`config.mk`:
```
export PLATFORM = sky130hd
export DESIGN_NAME = ahb_out_arbiter_param_flat
export DESIGN_NICKNAME = d
export VERILOG_FILES = /design/src/rtl/ahb_arb_pkg.sv /design/src/rtl/ahb_out_arbiter_param_if.sv /design/src/rtl/ahb_arb_burst_tracker.sv /design/src/rtl/ahb_out_arbiter_param.sv /design/src/flat_wrapper.sv
export SDC_FILE = /design/constraint.sdc
export NUM_CORES = 1
export LEC_CHECK = 0
export BUFFER_PORTS_ARGS = -buffer_cell sky130_fd_sc_hd__buf_2
export CAP_MARGIN = 20
export CORE_MARGIN = 4
export CORE_UTILIZATION = 29
export DETAILED_ROUTE_END_ITERATION = 7
export GPL_TIMING_DRIVEN = 1
export HOLD_SLACK_MARGIN = 0.12
export PLACE_DENSITY = 0.55
export RECOVER_POWER = 100
export SYNTH_ARGS = -nofsm -noshare
export SYNTH_HDL_FRONTEND = slang
export SYNTH_SLANG_ARGS = --single-unit
export TNS_END_PERCENT = 10
```
`constraint.sdc`:
```
create_clock -name HCLK -period 4.7 [get_ports HCLK]
set_input_delay 0.705 -clock HCLK [delete_from_list [all_inputs] [get_ports HCLK]]
set_output_delay 0.705 -clock HCLK [all_outputs]
set_load 0.005 [all_outputs]
```
`src/rtl/ahb_arb_pkg.sv`:
```
// Shared definitions for the AHB output-stage arbiter: HTRANS / HBURST
// encodings, arbitration mode selectors and the burst-length helper used
// by the burst tracker.
package ahb_arb_pkg;

    typedef logic [1:0] htrans_t;
    typedef logic [2:0] hburst_t;

    localparam htrans_t HTRANS_IDLE   = 2'b00;
    localparam htrans_t HTRANS_BUSY   = 2'b01;
    localparam htrans_t HTRANS_NONSEQ = 2'b10;
    localparam htrans_t HTRANS_SEQ    = 2'b11;

    localparam hburst_t HBURST_SINGLE = 3'b000;
    localparam hburst_t HBURST_INCR   = 3'b001;
    localparam hburst_t HBURST_WRAP4  = 3'b010;
    localparam hburst_t HBURST_INCR4  = 3'b011;
    localparam hburst_t HBURST_WRAP8  = 3'b100;
    localparam hburst_t HBURST_INCR8  = 3'b101;
    localparam hburst_t HBURST_WRAP16 = 3'b110;
    localparam hburst_t HBURST_INCR16 = 3'b111;

    localparam int ARB_MODE_RR    = 0;
    localparam int ARB_MODE_FIXED = 1;

    // Number of SEQ beats that still hold the grant after the NONSEQ beat,
    // excluding the final beat (the hold drops while the last SEQ is seen).
    function automatic logic [3:0] burst_remain_init(input hburst_t hburst,
                                                     input logic [3:0] incr_remain);
        logic [3:0] r;
        case (hburst)
            HBURST_INCR:                 r = incr_remain;
            HBURST_WRAP4,  HBURST_INCR4: r = 4'd2;
            HBURST_WRAP8,  HBURST_INCR8: r = 4'd6;
            HBURST_WRAP16, HBURST_INCR16: r = 4'd14;
            default:                     r = 4'd0;
        endcase
        return r;
    endfunction

endpackage

```
`src/rtl/ahb_out_arbiter_param_if.sv`:
```
// Bus bundle between the input stages / routed slave port and the output
// arbiter.
//   req           per-port request from the input stages
//   HREADYM       output-port transfer done, qualifies all updates
//   HSELM/HTRANSM/HBURSTM/HMASTLOCKM  control of the currently routed port
//   addr_in_port  granted port index
//   no_port       no port selected
//   grant_onehot  one-hot grant, all zero when no_port=1
interface ahb_out_arbiter_param_if #(
    parameter int NUM_PORTS = 4,
    parameter int PW        = (NUM_PORTS > 2) ? $clog2(NUM_PORTS) : 1
);
    logic [NUM_PORTS-1:0] req;
    logic                 HREADYM;
    logic                 HSELM;
    logic [1:0]           HTRANSM;
    logic [2:0]           HBURSTM;
    logic                 HMASTLOCKM;
    logic [PW-1:0]        addr_in_port;
    logic                 no_port;
    logic [NUM_PORTS-1:0] grant_onehot;

    modport master (
        output req, HREADYM, HSELM, HTRANSM, HBURSTM, HMASTLOCKM,
        input  addr_in_port, no_port, grant_onehot
    );

    modport slave (
        input  req, HREADYM, HSELM, HTRANSM, HBURSTM, HMASTLOCKM,
        output addr_in_port, no_port, grant_onehot
    );
endinterface

```
`src/rtl/ahb_arb_burst_tracker.sv`:
```
// Burst tracker for the output arbiter. Follows the routed port's transfers
// and reports whether the grant must be held through the next edge.
//   HCLK, HRESETn   clock, asynchronous active-low reset
//   hready          register update enable
//   hsel/htrans/hburst  routed port control
//   next_hold       combinational next value of the hold flag
module ahb_arb_burst_tracker
    import ahb_arb_pkg::*;
#(
    parameter int INCR_HOLD_BEATS = 4,
    parameter int EARLY_INCR_MAX  = 1
) (
    input  logic    HCLK,
    input  logic    HRESETn,
    input  logic    hready,
    input  logic    hsel,
    input  htrans_t htrans,
    input  hburst_t hburst,
    output logic    next_hold
);
    localparam logic [3:0] INCR_REMAIN = 4'(INCR_HOLD_BEATS - 2);
    localparam logic [1:0] EARLY_MAX   = 2'(EARLY_INCR_MAX);

    logic [3:0] remain_q, remain_d;
    logic       hold_q, hold_d;
    logic [1:0] early_cnt_q, early_cnt_d;

    always_comb begin
        remain_d = remain_q;
        hold_d   = hold_q;
        if (!hsel) begin
            remain_d = '0;
            hold_d   = 1'b0;
        end else begin
            case (htrans)
                HTRANS_BUSY: begin
                    // BUSY stretches the burst without consuming a beat
                end
                HTRANS_SEQ: begin
                    if (remain_q == 4'd0) hold_d = 1'b0;
                    else                  remain_d = remain_q - 4'd1;
                end
                HTRANS_NONSEQ: begin
                    // After too many short INCR bursts in a row, INCR stops
                    // holding so one port cannot starve the others.
                    if (hburst == HBURST_SINGLE ||
                        (hburst == HBURST_INCR && early_cnt_q == EARLY_MAX)) begin
                        remain_d = '0;
                        hold_d   = 1'b0;
                    end else begin
                        remain_d = burst_remain_init(hburst, INCR_REMAIN);
                        hold_d   = 1'b1;
                    end
                end
                default: begin
                    remain_d = '0;
                    hold_d   = 1'b0;
                end
            endcase
        end
    end

    // A NONSEQ arriving while still holding means the previous burst was cut short
    always_comb begin
        early_cnt_d = early_cnt_q;
        if (!hold_d)
            early_cnt_d = '0;
        else if (hold_q && htrans == HTRANS_NONSEQ && early_cnt_q != 2'd3)
            early_cnt_d = early_cnt_q + 2'd1;
    end

    always_ff @(posedge HCLK or negedge HRESETn) begin
        if (!HRESETn) begin
            remain_q    <= '0;
            hold_q      <= 1'b0;
            early_cnt_q <= '0;
        end else if (hready) begin
            remain_q    <= remain_d;
            hold_q      <= hold_d;
            early_cnt_q <= early_cnt_d;
        end
    end

    assign next_hold = hold_d;
endmodule

```
`src/rtl/ahb_out_arbiter_param.sv`:
```
// Parametrised output-stage arbiter for the AHB bus matrix: selects which
// input port drives the shared slave output.
//   HCLK, HRESETn  clock, asynchronous active-low reset
//   bus (slave)    req / routed-port control in, addr_in_port / no_port /
//                  grant_onehot out
module ahb_out_arbiter_param
    import ahb_arb_pkg::*;
#(
    parameter int                   NUM_PORTS       = 4,
    parameter logic [NUM_PORTS-1:0] PORT_MASK       = '1,
    parameter int                   ARB_MODE        = 0,
    parameter int                   INCR_HOLD_BEATS = 4,
    parameter int                   EARLY_INCR_MAX  = 1
) (
    input  logic              HCLK,
    input  logic              HRESETn,
    ahb_out_arbiter_param_if.slave bus
);
    localparam int PW = (NUM_PORTS > 2) ? $clog2(NUM_PORTS) : 1;

    logic                 next_hold;
    logic [NUM_PORTS-1:0] mreq;
    logic [PW-1:0]        addr_in_port_q, addr_in_port_d;
    logic                 no_port_q, no_port_d;
    logic [PW-1:0]        lowest_idx, above_idx, below_idx, rot_idx, pick_idx;
    logic                 lowest_found, above_found, below_found, rot_found, pick_found;

    ahb_arb_burst_tracker #(
        .INCR_HOLD_BEATS (INCR_HOLD_BEATS),
        .EARLY_INCR_MAX  (EARLY_INCR_MAX)
    ) u_tracker (
        .HCLK      (HCLK),
        .HRESETn   (HRESETn),
        .hready    (bus.HREADYM),
        .hsel      (bus.HSELM),
        .htrans    (bus.HTRANSM),
        .hburst    (bus.HBURSTM),
        .next_hold (next_hold)
    );

    assign mreq = bus.req & PORT_MASK;

    // Descending scan: the last hit is the lowest index in each class.
    // "above" is the first port after the current one, "below" the first
    // port after wrapping; together they form the round-robin order.
    always_comb begin
        lowest_found = 1'b0;
        lowest_idx   = '0;
        above_found  = 1'b0;
        above_idx    = '0;
        below_found  = 1'b0;
        below_idx    = '0;
        for (int i = NUM_PORTS - 1; i >= 0; i--) begin
            if (mreq[i]) begin
                lowest_found = 1'b1;
                lowest_idx   = PW'(i);
                if (PW'(i) > addr_in_port_q) begin
                    above_found = 1'b1;
                    above_idx   = PW'(i);
                end
                if (PW'(i) < addr_in_port_q) begin
                    below_found = 1'b1;
                    below_idx   = PW'(i);
                end
            end
        end
    end

    assign rot_found  = above_found | below_found;
    assign rot_idx    = above_found ? above_idx : below_idx;
    assign pick_found = (ARB_MODE == ARB_MODE_FIXED) ? lowest_found : rot_found;
    assign pick_idx   = (ARB_MODE == ARB_MODE_FIXED) ? lowest_idx   : rot_idx;

    // Using next_hold keeps the grant through the last beat of a burst
    always_comb begin
        addr_in_port_d = addr_in_port_q;
        no_port_d      = no_port_q;
        if (bus.HMASTLOCKM || next_hold) begin
            no_port_d = 1'b0;
        end else if (no_port_q) begin
            if (lowest_found) begin
                addr_in_port_d = lowest_idx;
                no_port_d      = 1'b0;
            end
        end else if (pick_found) begin
            addr_in_port_d = pick_idx;
        end else if (!bus.HSELM) begin
            no_port_d = 1'b1;
        end
    end

    always_ff @(posedge HCLK or negedge HRESETn) begin
        if (!HRESETn) begin
            addr_in_port_q <= '0;
            no_port_q      <= 1'b1;
        end else if (bus.HREADYM) begin
            addr_in_port_q <= addr_in_port_d;
            no_port_q      <= no_port_d;
        end
    end

    always_comb begin
        bus.grant_onehot = '0;
        for (int i = 0; i < NUM_PORTS; i++)
            bus.grant_onehot[i] = !no_port_q && (addr_in_port_q == PW'(i));
    end

    assign bus.addr_in_port = addr_in_port_q;
    assign bus.no_port      = no_port_q;
endmodule

```
`src/flat_wrapper.sv`:
```
// flat-port wrapper written by rule: the top's interface ports become plain ports
module ahb_out_arbiter_param_flat import ahb_arb_pkg::*;
#(
    parameter int                   NUM_PORTS       = 4,
    parameter logic [NUM_PORTS-1:0] PORT_MASK       = '1,
    parameter int                   ARB_MODE        = 0,
    parameter int                   INCR_HOLD_BEATS = 4,
    parameter int                   EARLY_INCR_MAX  = 1
)
  (HCLK, HRESETn, bus_req, bus_HREADYM, bus_HSELM, bus_HTRANSM, bus_HBURSTM, bus_HMASTLOCKM, bus_addr_in_port, bus_no_port, bus_grant_onehot);
  ahb_out_arbiter_param_if #(.NUM_PORTS(NUM_PORTS)) bus_i ();
  input  logic HCLK;
  input  logic HRESETn;
  input wire logic [$bits(bus_i.req)-1:0] bus_req;
  input wire logic [$bits(bus_i.HREADYM)-1:0] bus_HREADYM;
  input wire logic [$bits(bus_i.HSELM)-1:0] bus_HSELM;
  input wire logic [$bits(bus_i.HTRANSM)-1:0] bus_HTRANSM;
  input wire logic [$bits(bus_i.HBURSTM)-1:0] bus_HBURSTM;
  input wire logic [$bits(bus_i.HMASTLOCKM)-1:0] bus_HMASTLOCKM;
  output wire logic [$bits(bus_i.addr_in_port)-1:0] bus_addr_in_port;
  output wire logic [$bits(bus_i.no_port)-1:0] bus_no_port;
  output wire logic [$bits(bus_i.grant_onehot)-1:0] bus_grant_onehot;
  assign bus_i.req = bus_req;
  assign bus_i.HREADYM = bus_HREADYM;
  assign bus_i.HSELM = bus_HSELM;
  assign bus_i.HTRANSM = bus_HTRANSM;
  assign bus_i.HBURSTM = bus_HBURSTM;
  assign bus_i.HMASTLOCKM = bus_HMASTLOCKM;
  assign bus_addr_in_port = bus_i.addr_in_port;
  assign bus_no_port = bus_i.no_port;
  assign bus_grant_onehot = bus_i.grant_onehot;
  ahb_out_arbiter_param #(.NUM_PORTS(NUM_PORTS), .PORT_MASK(PORT_MASK), .ARB_MODE(ARB_MODE), .INCR_HOLD_BEATS(INCR_HOLD_BEATS), .EARLY_INCR_MAX(EARLY_INCR_MAX)) u_core (.HCLK(HCLK), .HRESETn(HRESETn), .bus(bus_i));
endmodule
```
# [Yosys cells after proc, flatten, opt, wreduce, memory -nomap -nowiden]
# Cells that the tools add are included.
[totals] inputBits=14 wordCells=116 reg_bits=10 out_inout_bits=7
[classes] muxes=60 n_reduce_logical=20 eq_ne=19 n_lt_le_gt_ge=8 bitwise_logic=2 addsub=2
[ops] operator="two-way mux 2 bit" n=26
[ops] operator="two-way mux 1 bit" n=28
[ops] operator="case mux 4 bit (3 select lines)" n=2
[ops] operator="== test 3 bit (second input constant)" n=4
[ops] operator="two-way mux 4 bit" n=3
[ops] operator="== test 2 bit (second input constant)" n=4
[ops] operator="inequality test 2 bit (second input constant)" n=4
[ops] operator="logical AND 1 bit" n=7
[ops] operator="== test 2 x 1 -> 1 bit (second input constant)" n=3
[ops] operator="== test 3 x 2 -> 1 bit (second input constant)" n=2
[ops] operator="> comparator 1 x 2 -> 1 bit (first input constant)" n=2
[ops] operator="> comparator 2 bit (first input constant)" n=2
[ops] operator="logical NOT 4 bit" n=1
[ops] operator="less-than comparator 1 x 2 -> 1 bit (first input constant)" n=2
[ops] operator="less-than comparator 2 bit (first input constant)" n=2
[ops] operator="AND reduction 4 bit" n=1
[ops] operator="OR reduction 2 bit" n=2
[ops] operator="subtractor 4 x 1 -> 4 bit (second input constant)" n=1
[ops] operator="== test 3 x 1 -> 1 bit (second input constant)" n=1
[ops] operator="logical NOT 3 bit" n=1
[ops] operator="inequality test 3 bit (second input constant)" n=1
[ops] operator="case mux 1 bit (3 select lines)" n=1
[ops] operator="AND reduction 3 bit" n=1
[ops] operator="OR reduction 3 bit" n=1
[ops] operator="other kinds (8)" n=9

# [Logic depth before layout (Yosys ltp)]
# Gate-level depths: netlist (run 1).
[logic_depth] depth_word=13 ltp_mapped=7 ltp_nobuf=7

# [By module]
# From an unflattened synthesis (run 1), not the netlist that was laid out.
[unflattened] cells_unflattened=99 hier_area_um2=885.8
[modules_own_cells] module="ahb_arb_burst_tracker" cells_each=60 instances=1 area_each_um2=538.0 seq_area_each_um2=175.2
[modules_own_cells] module="ahb_out_arbiter_param" cells_each=39 instances=1 area_each_um2=347.8 seq_area_each_um2=76.3

# [Worst setup path after synthesis (run 1)]
# Ideal clock, no wire load.
[synth_path] path_type="input -> register" start="in bus_HBURSTM[0]" end="reg u_core.addr_in_port_q[0] (netlist: u_core.bus.addr_in_port[0])" path_buffers=0 stages=5 slack_ns=2.818 setup_ns=0.133 t_required_ns=4.567 t_arrival_ns=1.749 cell_sequence="nor2b_1 > o311a_1 > o21ai_1 > o2111ai_1 > mux2i_1"
[synth_between] elab_chain_len=9 word_cells_on_any_way=10 classes_between="eq/ne: 1; mux: 3; bitwise: 1; reduce/logical: 5"
[synth_rtl] element="from (decl)" line="flat_wrapper.sv:18" rtl="input wire logic [$bits(bus_i.HBURSTM)-1:0] bus_HBURSTM;"
[synth_rtl] element="== test 3 x 1 -> 1 bit" line="ahb_arb_burst_tracker.sv:47" rtl="(hburst == HBURST_INCR && early_cnt_q == EARLY_MAX)) begin"
[synth_rtl] element="logical AND 1 bit" line="ahb_arb_burst_tracker.sv:47"
[synth_rtl] element="logical OR 1 bit *" line="ahb_arb_burst_tracker.sv:46" rtl="if (hburst == HBURST_SINGLE ||"
[synth_rtl] element="two-way mux 1 bit *" line="ahb_arb_burst_tracker.sv:46"
[synth_rtl] element="case mux 1 bit (3 select lines) *" line="ahb_arb_burst_tracker.sv:35" rtl="case (htrans)"
[synth_rtl] element="two-way mux 1 bit *" line="ahb_arb_burst_tracker.sv:31" rtl="if (!hsel) begin"
[synth_rtl] element="logical OR 1 bit *" line="ahb_out_arbiter_param.sv:78" rtl="if (bus.HMASTLOCKM || next_hold) begin"
[synth_rtl] element="NOT 1 bit (no source line) *"
[synth_rtl] element="AND reduction 4 bit (no source line) *"
[synth_rtl] element="to (signal assigned)" line="ahb_out_arbiter_param.sv:97" rtl="addr_in_port_q <= addr_in_port_d;"
[synth_rtl] element="to (decl)" line="ahb_out_arbiter_param.sv:23" rtl="logic [PW-1:0] addr_in_port_q, addr_in_port_d;"
# Every way passes the cells marked *; elsewhere a longest branch is shown, timed or not.
# A chain may end at the register's enable or synchronous reset.

# [Worst setup path after layout (run 1)]
# Ends and elaborated chain as after synthesis.

==> results of run 1 <==
-- cells in the mapped netlist (all sizes together), types with 2 or more instances --
cell type	count
o211ai	2
mux2i	4
or3	2
clkbuf	2
nor2	8
a21oi	2
o21ai	8
o31ai	2
nor3	7
a221o	2
a21o	2
nand2	12
ha	4
dfrtp	9
inv	9
a21boi	2
-- metal layers --
layer	GRT usage	wire length (um)	vias to the layer above
li1	-	-	389
met1	0.1442	857	343
met2	0.1638	791	10
met3	0.05011	75	0
met4	0.01899	0	0
met5	0	0	-
-- report_power, final --
group,internal (W),leakage [nW],switching [W],total (W)
sequential,0.000100,0.129,0.0000252,0.000126
combinational,0.0000571,0.283,0.0000696,0.000127
clock,0.0000471,0.0210,0.0000310,0.0000781
total,0.000205,0.433,0.000126,0.000330
-- worst paths after layout --
check	startpoint	end	slack, ns	cells past startpoint
min in group HCLK	u_core.u_tracker.early_cnt_q[1]$_DFFE_PN0P_	u_core.u_tracker.early_cnt_q[1]$_DFFE_PN0P_	0.51	1
worst min-delay path	HRESETn	u_core.bus.addr_in_port[0]$_DFFE_PN0P_	0.39	1
worst min register to register	u_core.u_tracker.early_cnt_q[1]$_DFFE_PN0P_	u_core.u_tracker.early_cnt_q[1]$_DFFE_PN0P_	0.51	1
worst max-delay path	bus_HBURSTM[0]	u_core.bus.addr_in_port[0]$_DFFE_PN0P_	2.63	6
worst max register to register	u_core.u_tracker.early_cnt_q[1]$_DFFE_PN0P_	u_core.bus.addr_in_port[0]$_DFFE_PN0P_	2.64	7
max in group asynchronous	HRESETn	u_core.bus.no_port$_DFFE_PN1P_	3.95	1
-- cell families (layout without fill, tap and decap cells) --
kind of cell / Yosys count / after routing / synth area share
compound gates: 28 / 28 / 0.2667
mux: 4 / 4 / 0.05203
xor+xnor: 1 / 1 / 0.01138
flops: 10 / 10 / 0.3268
buf+inv: 12 / 33 / 0.06342
fa+ha+maj: 4 / 4 / 0.06504
simple gates: 35 / 35 / 0.2146
-- final cells by class --
type / count / area share
multi-input combinational: 72 / 0.5062
inverter: 9 / 0.03694
tap: 30 / 0.04104
sequential: 10 / 0.2750
timing repair buffer: 20 / 0.1012
clock buffer: 4 / 0.03967
-- through the flow --
stage / cell area, um2 / util / hold WS [ns]
2_1_floorplan: 769.5 / - / 0.4094
3_3_place_gp: 892.1 / 0.3569 / 0.4969
3_5_place_dp: 892.1 / 0.3569 / 0.5046
4_1_cts: 928.4 / 0.3714 / 0.2807
5_1_grt: 914.6 / 0.3659 / 0.4190
6_report: 914.6 / 0.3659 / 0.3895
-- critical path, stage by stage --
cell       delay, ns
buf_2           0.09
nor2b_1         0.12
o311a_1         0.29
o21ai_0         0.51
o2111ai_1       0.32
mux2i_1         0.18
-- registers in the layout (all words and copies together) (netlist names) --
register / count
u_core.u_tracker.hold_q: 1
u_core.bus.addr_in_port: 2
u_core.bus.no_port: 1
u_core.u_tracker.early_cnt_q: 2
u_core.u_tracker.remain_q: 4
-- placed cells by master (no fill, tap or decap), types with 2 or more instances in the layout --
cell / Yosys / layout
buf_2: 0 / 14
nand2_1: 12 / 12
inv_1: 9 / 9
dfrtp_1: 9 / 9
nor2_1: 8 / 8
o21ai_0: 6 / 8
nor3_1: 7 / 7
clkbuf_1: 2 / 6
mux2i_1: 4 / 4
ha_1: 4 / 4
clkbuf_4: 0 / 3
a21o_1: 2 / 2
a221o_1: 2 / 2
a21oi_1: 2 / 2
or3_1: 2 / 2
a21boi_0: 2 / 2
o31ai_1: 2 / 2
o211ai_1: 2 / 2
==> flow_metrics.py, run 1 <==
metrics = {
    "placed_design": {
        "preCtsSetupSlack_ns": 2.562,
        "placed_cells": 141,
        "gp_congestion": 0.8587,
        "port_buffers": 20,
        "dp_hpwl_mm": 1.386,
    },
    "detailed_routing": {
        "wl_mm": 1.724,
        "drc_errors": 0,
        "firstDrtPassIters": 4,
        "vias": 742,
        "avgViaCountPerCell": 5.117,
        "wl_per_cell_um": 11.89,
        "ant_nets": 0,
        "dr.first_iter.drc_count": 11,
    },
    "grt": {
        "antenna_found_initial": 0,
        "grt-ovfl-total": 0,
        "grt_max_degree": 13,
        "grt_pass1_wl_mm": 2.932,
        "grtUsageTotal": 0.1087,
        "grt_pass1_vias": 653,
    },
    "layout": {
        "final_cells": 145,
        "regArea_um2": 251.5,
        "antennaDiodeCount": 0,
        "area_growth_pct": 18.86,
        "num-nets-final": 134,
        "filler_cell_count": 266,
        "final_layout_size_suffix_gt1_frac": 0.1652,
        "multiInputGateArea_um2": 462.9,
    },
    "timing": {
        "rsz0062_at_grt": "no",
        "final.setup.tns_ns": 0,
        "clock_skew_ns": 0.002041,
        "setup_violations": 0,
        "final.setup.worst_slack_ns": 2.635,
        "tightestPinTransition_ns": 0.7606,
        "clock.fmax_mhz": 484.1,
        "fin_crit_sh": 0.4395,
        "maxSlewViolCount": 0,
        "finalHoldViolCount": 0,
        "slew_headroom": 0.4875,
        "fin_crit_ns": 2.065,
    },
    "synth": {
        "ys_types": 34,
        "yosysTopAreaCell": "dfrtp_1",
        "ys_ff_latch": 10,
        "synth_area_per_cell_um2": 8.186,
        "syn_inst": 94,
        "synth-edff-count": 0,
        "syn_nets": 112,
        "async_flop_share": 1.000,
        "synth_top_area_frac": 0.2927,
        "ys_warn_count": 0,
        "netlist_area_um2": 769.5,
        "yosys-top-cells-area": "dfrtp_1 29%, ha_1 6.5%, nand2_1 5.9%",
        "synthFlopType": "dfrtp_1",
        "seq_area_frac_synth": 0.3268,
    },
    "cts": {
        "root_buffer": "clkbuf_4",
        "clock_path_buffers": 2,
        "cts_tree": "done",
        "htreeDepth": 1,
        "clk_pin_slew_worst_paths_ns": 0.07,
        "cts_buffers": 3,
        "cts_setup_buffers": 0,
        "cts_sinks": 10,
        "clk_latency_ns": 0.27,
        "cts_hold_buffers": 0,
        "ctsResizeCount": 0,
    },
    "die": {
        "die_area_um2": 3541,
        "core_area_um2": 2500,
        "initial_utilization": 0.3078,
        "die_width_um": 59.51,
        "ios": 21,
        "rows": 18,
        "dieHeight_um": 59.51,
    },
    "pwr": {
        "design_power_total_w": 0.0003302,
        "p_leak_nw": 0.4332,
        "power-per-cell-area_nw_per_um2": 361.1,
        "peakVddDrop_mv": 0.2278,
    },
    "critical_path": {
        "crit_type": "in -> reg",
        "cp_data_arrival_time_ns": 2.21,
        "required_ns": 4.84,
        "cp_max_fo": 6,
        "cp-start-kind": "input pin",
        "worstSetupEndpointType": "flop",
    },
    "run_status": {
        "outcome": "completed",
    },
    "flow_run": {
        "maxCapViolCount": 0,
    },
    "worst_hold_path": {
        "hold_class": "in -> async",
    },
}
Note: power is estimated with default switching activity, not from simulation.
==> inputs of run 2 (changes only) <==
Clock period 4.7 ns to 2 ns, I/O delays scaled along.
==> run 2 against run 1 <==
Net effect:
- final cell count up 1.4%
- clock-buffer cell count did not move
- non-clock buffer count up 2
- register-to-register slack worse by 2.4 ns
- first-iteration DRC count is 110% higher
- combinational power rose by 140%
- largest cell class unchanged
- highest routed layer unchanged
==> flow_metrics.py, run 2 (synthesis gave the netlist of run 1 again) <==
metrics = {
    "run_status": {
        "outcome": "completed",
    },
    "die": {
        "ios": 21,
        "die_width_um": 59.51,
        "rows": 18,
        "dieHeight_um": 59.51,
        "initial_utilization": 0.3078,
        "core_area_um2": 2500,
        "die_area_um2": 3541,
    },
    "detailed_routing": {
        "avgViaCountPerCell": 5.109,
        "drc_errors": 0,
        "wl_per_cell_um": 11.80,
        "ant_nets": 0,
        "vias": 751,
        "dr.first_iter.drc_count": 23,
        "firstDrtPassIters": 4,
        "wl_mm": 1.734,
    },
    "cts": {
        "cts_sinks": 10,
        "root_buffer": "clkbuf_4",
        "clk_latency_ns": 0.26,
        "cts_setup_buffers": 0,
        "cts_tree": "done",
        "clk_pin_slew_worst_paths_ns": 0.07,
        "clock_path_buffers": 2,
        "cts_buffers": 3,
        "htreeDepth": 1,
        "ctsResizeCount": 0,
    },
    "placed_design": {
        "port_buffers": 20,
        "dpl_cell_area_um2": 899.6,
        "gp_congestion": 0.8577,
        "dp_hpwl_mm": 1.437,
    },
    "layout": {
        "area_growth_pct": 19.51,
        "num-nets-final": 136,
        "largest_reg_flops": 4,
        "mostFrequentLayoutCells": "15 x buf_2, 12 x nand2_1, 9 x inv_1, 9 x dfrtp_1, 8 x nor2_1",
        "largest-register": "u_core.u_tracker.remain_q",
        "final_common_cell": "buf_2",
        "filler_cell_count": 288,
        "antennaDiodeCount": 0,
        "final_layout_size_suffix_gt1_frac": 0.1624,
        "postLayoutCellArea_um2": 919.6,
    },
    "critical_path": {
        "cp_data_arrival_time_ns": 1.93,
        "cp-start-kind": "flop",
        "required_ns": 2.14,
        "worstSetupEndpointType": "flop",
        "cp_max_fo": 6,
        "crit_type": "reg -> reg",
    },
    "pwr": {
        "p_leak_nw": 0.4355,
        "design_power_total_w": 0.0007372,
        "peakVddDrop_mv": 0.3240,
        "power-per-cell-area_nw_per_um2": 801.7,
    },
    "worst_hold_path": {
        "hold_class": "in -> reg",
    },
    "timing": {
        "slew_headroom": 0.6327,
        "fin_crit_ns": 1.794,
        "fin_crit_sh": 0.8969,
        "clock.fmax_mhz": 557.5,
        "rsz0062_at_grt": "no",
        "finalHoldViolCount": 0,
        "clock_skew_ns": 0.008086,
        "maxSlewViolCount": 0,
        "final.setup.tns_ns": 0,
        "setup_violations": 0,
        "tightestPinTransition_ns": 0.5509,
    },
    "grt": {
        "grtUsageTotal": 0.1110,
        "antenna_found_initial": 0,
        "grt_max_degree": 13,
        "grt_pass1_wl_mm": 3.063,
        "grt_pass1_vias": 707,
        "grt-ovfl-total": 0,
    },
    "flow_run": {
        "maxCapViolCount": 0,
    },
}
run 2: worst max-delay path, stage by stage (launching register included):
cell and delay (ns):
dfrtp_1 0.39, inv_1 0.06, ha_1 0.13, nor2b_1 0.04, o311a_1 0.29, o21ai_1 0.34
o2111ai_1 0.25, mux2i_1 0.17
run 2: report_power, final:
part	switching, W	internal [W]	leakage (nW)
Sequential	0.0000579	0.000236	0.129
Clock	0.0000654	0.0000769	0.0150
Combinational	0.000162	0.000139	0.292
Total	0.000286	0.000452	0.435
run 2: what timing repair did:
| item | 4_1_cts | 5_1_grt |
|---|---|---|
| endpoints found under the setup margin | 0 | 0 |
| endpoints found under the hold margin | 9 | 0 |
| hold buffers | 1 | 0 |
run 2: final timing paths:
check	cells past startpoint	endpoint	slack (ns)	from
max	7	u_core.bus.addr_in_port[0]$_DFFE_PN0P_	0.21	u_core.u_tracker.early_cnt_q[1]$_DFFE_PN0P_
min	4	u_core.bus.no_port$_DFFE_PN1P_	0.29	bus_HMASTLOCKM
max reg2reg	7	u_core.bus.addr_in_port[0]$_DFFE_PN0P_	0.21	u_core.u_tracker.early_cnt_q[1]$_DFFE_PN0P_
min reg2reg	1	u_core.u_tracker.early_cnt_q[1]$_DFFE_PN0P_	0.51	u_core.u_tracker.early_cnt_q[1]$_DFFE_PN0P_
max in group asynchronous	2	u_core.bus.no_port$_DFFE_PN1P_	1.10	HRESETn
min in group asynchronous	2	u_core.bus.addr_in_port[1]$_DFFE_PN0P_	0.53	HRESETn
run 2: layout make-up:
| cell class | count | area, um2 | area share |
|---|---|---|---|
| Clock buffer | 4 | 26.28 | 0.02857 |
| Inverter | 9 | 33.78 | 0.03673 |
| Multi-Input combinational cell | 72 | 462.9 | 0.5034 |
| Sequential cell | 10 | 251.5 | 0.2735 |
| Tap cell | 30 | 37.54 | 0.04082 |
| Timing Repair Buffer | 22 | 107.6 | 0.1170 |
run 2: metrics by stage:
stage,worst slack (ns),hold slack [ns],cells,utilization
2_1_floorplan,0.3478,0.004409,94,-
3_3_place_gp,0.2357,0.1749,142,0.3599
3_5_place_dp,0.1777,0.1768,142,0.3599
4_1_cts,0.1758,0.2798,147,0.3744
5_1_grt,0.07514,0.3110,147,0.3679
6_report,0.2063,0.2906,147,0.3679
run 2: per-layer routing:
metal | GRT usage | vias to the layer above | wire [um]
met4 | 0.009494 | 0 | 0
met3 | 0.04575 | 0 | 74
li1 | - | 386 | -
met5 | 0 | - | 0
met2 | 0.1700 | 14 | 812
met1 | 0.1521 | 351 | 846
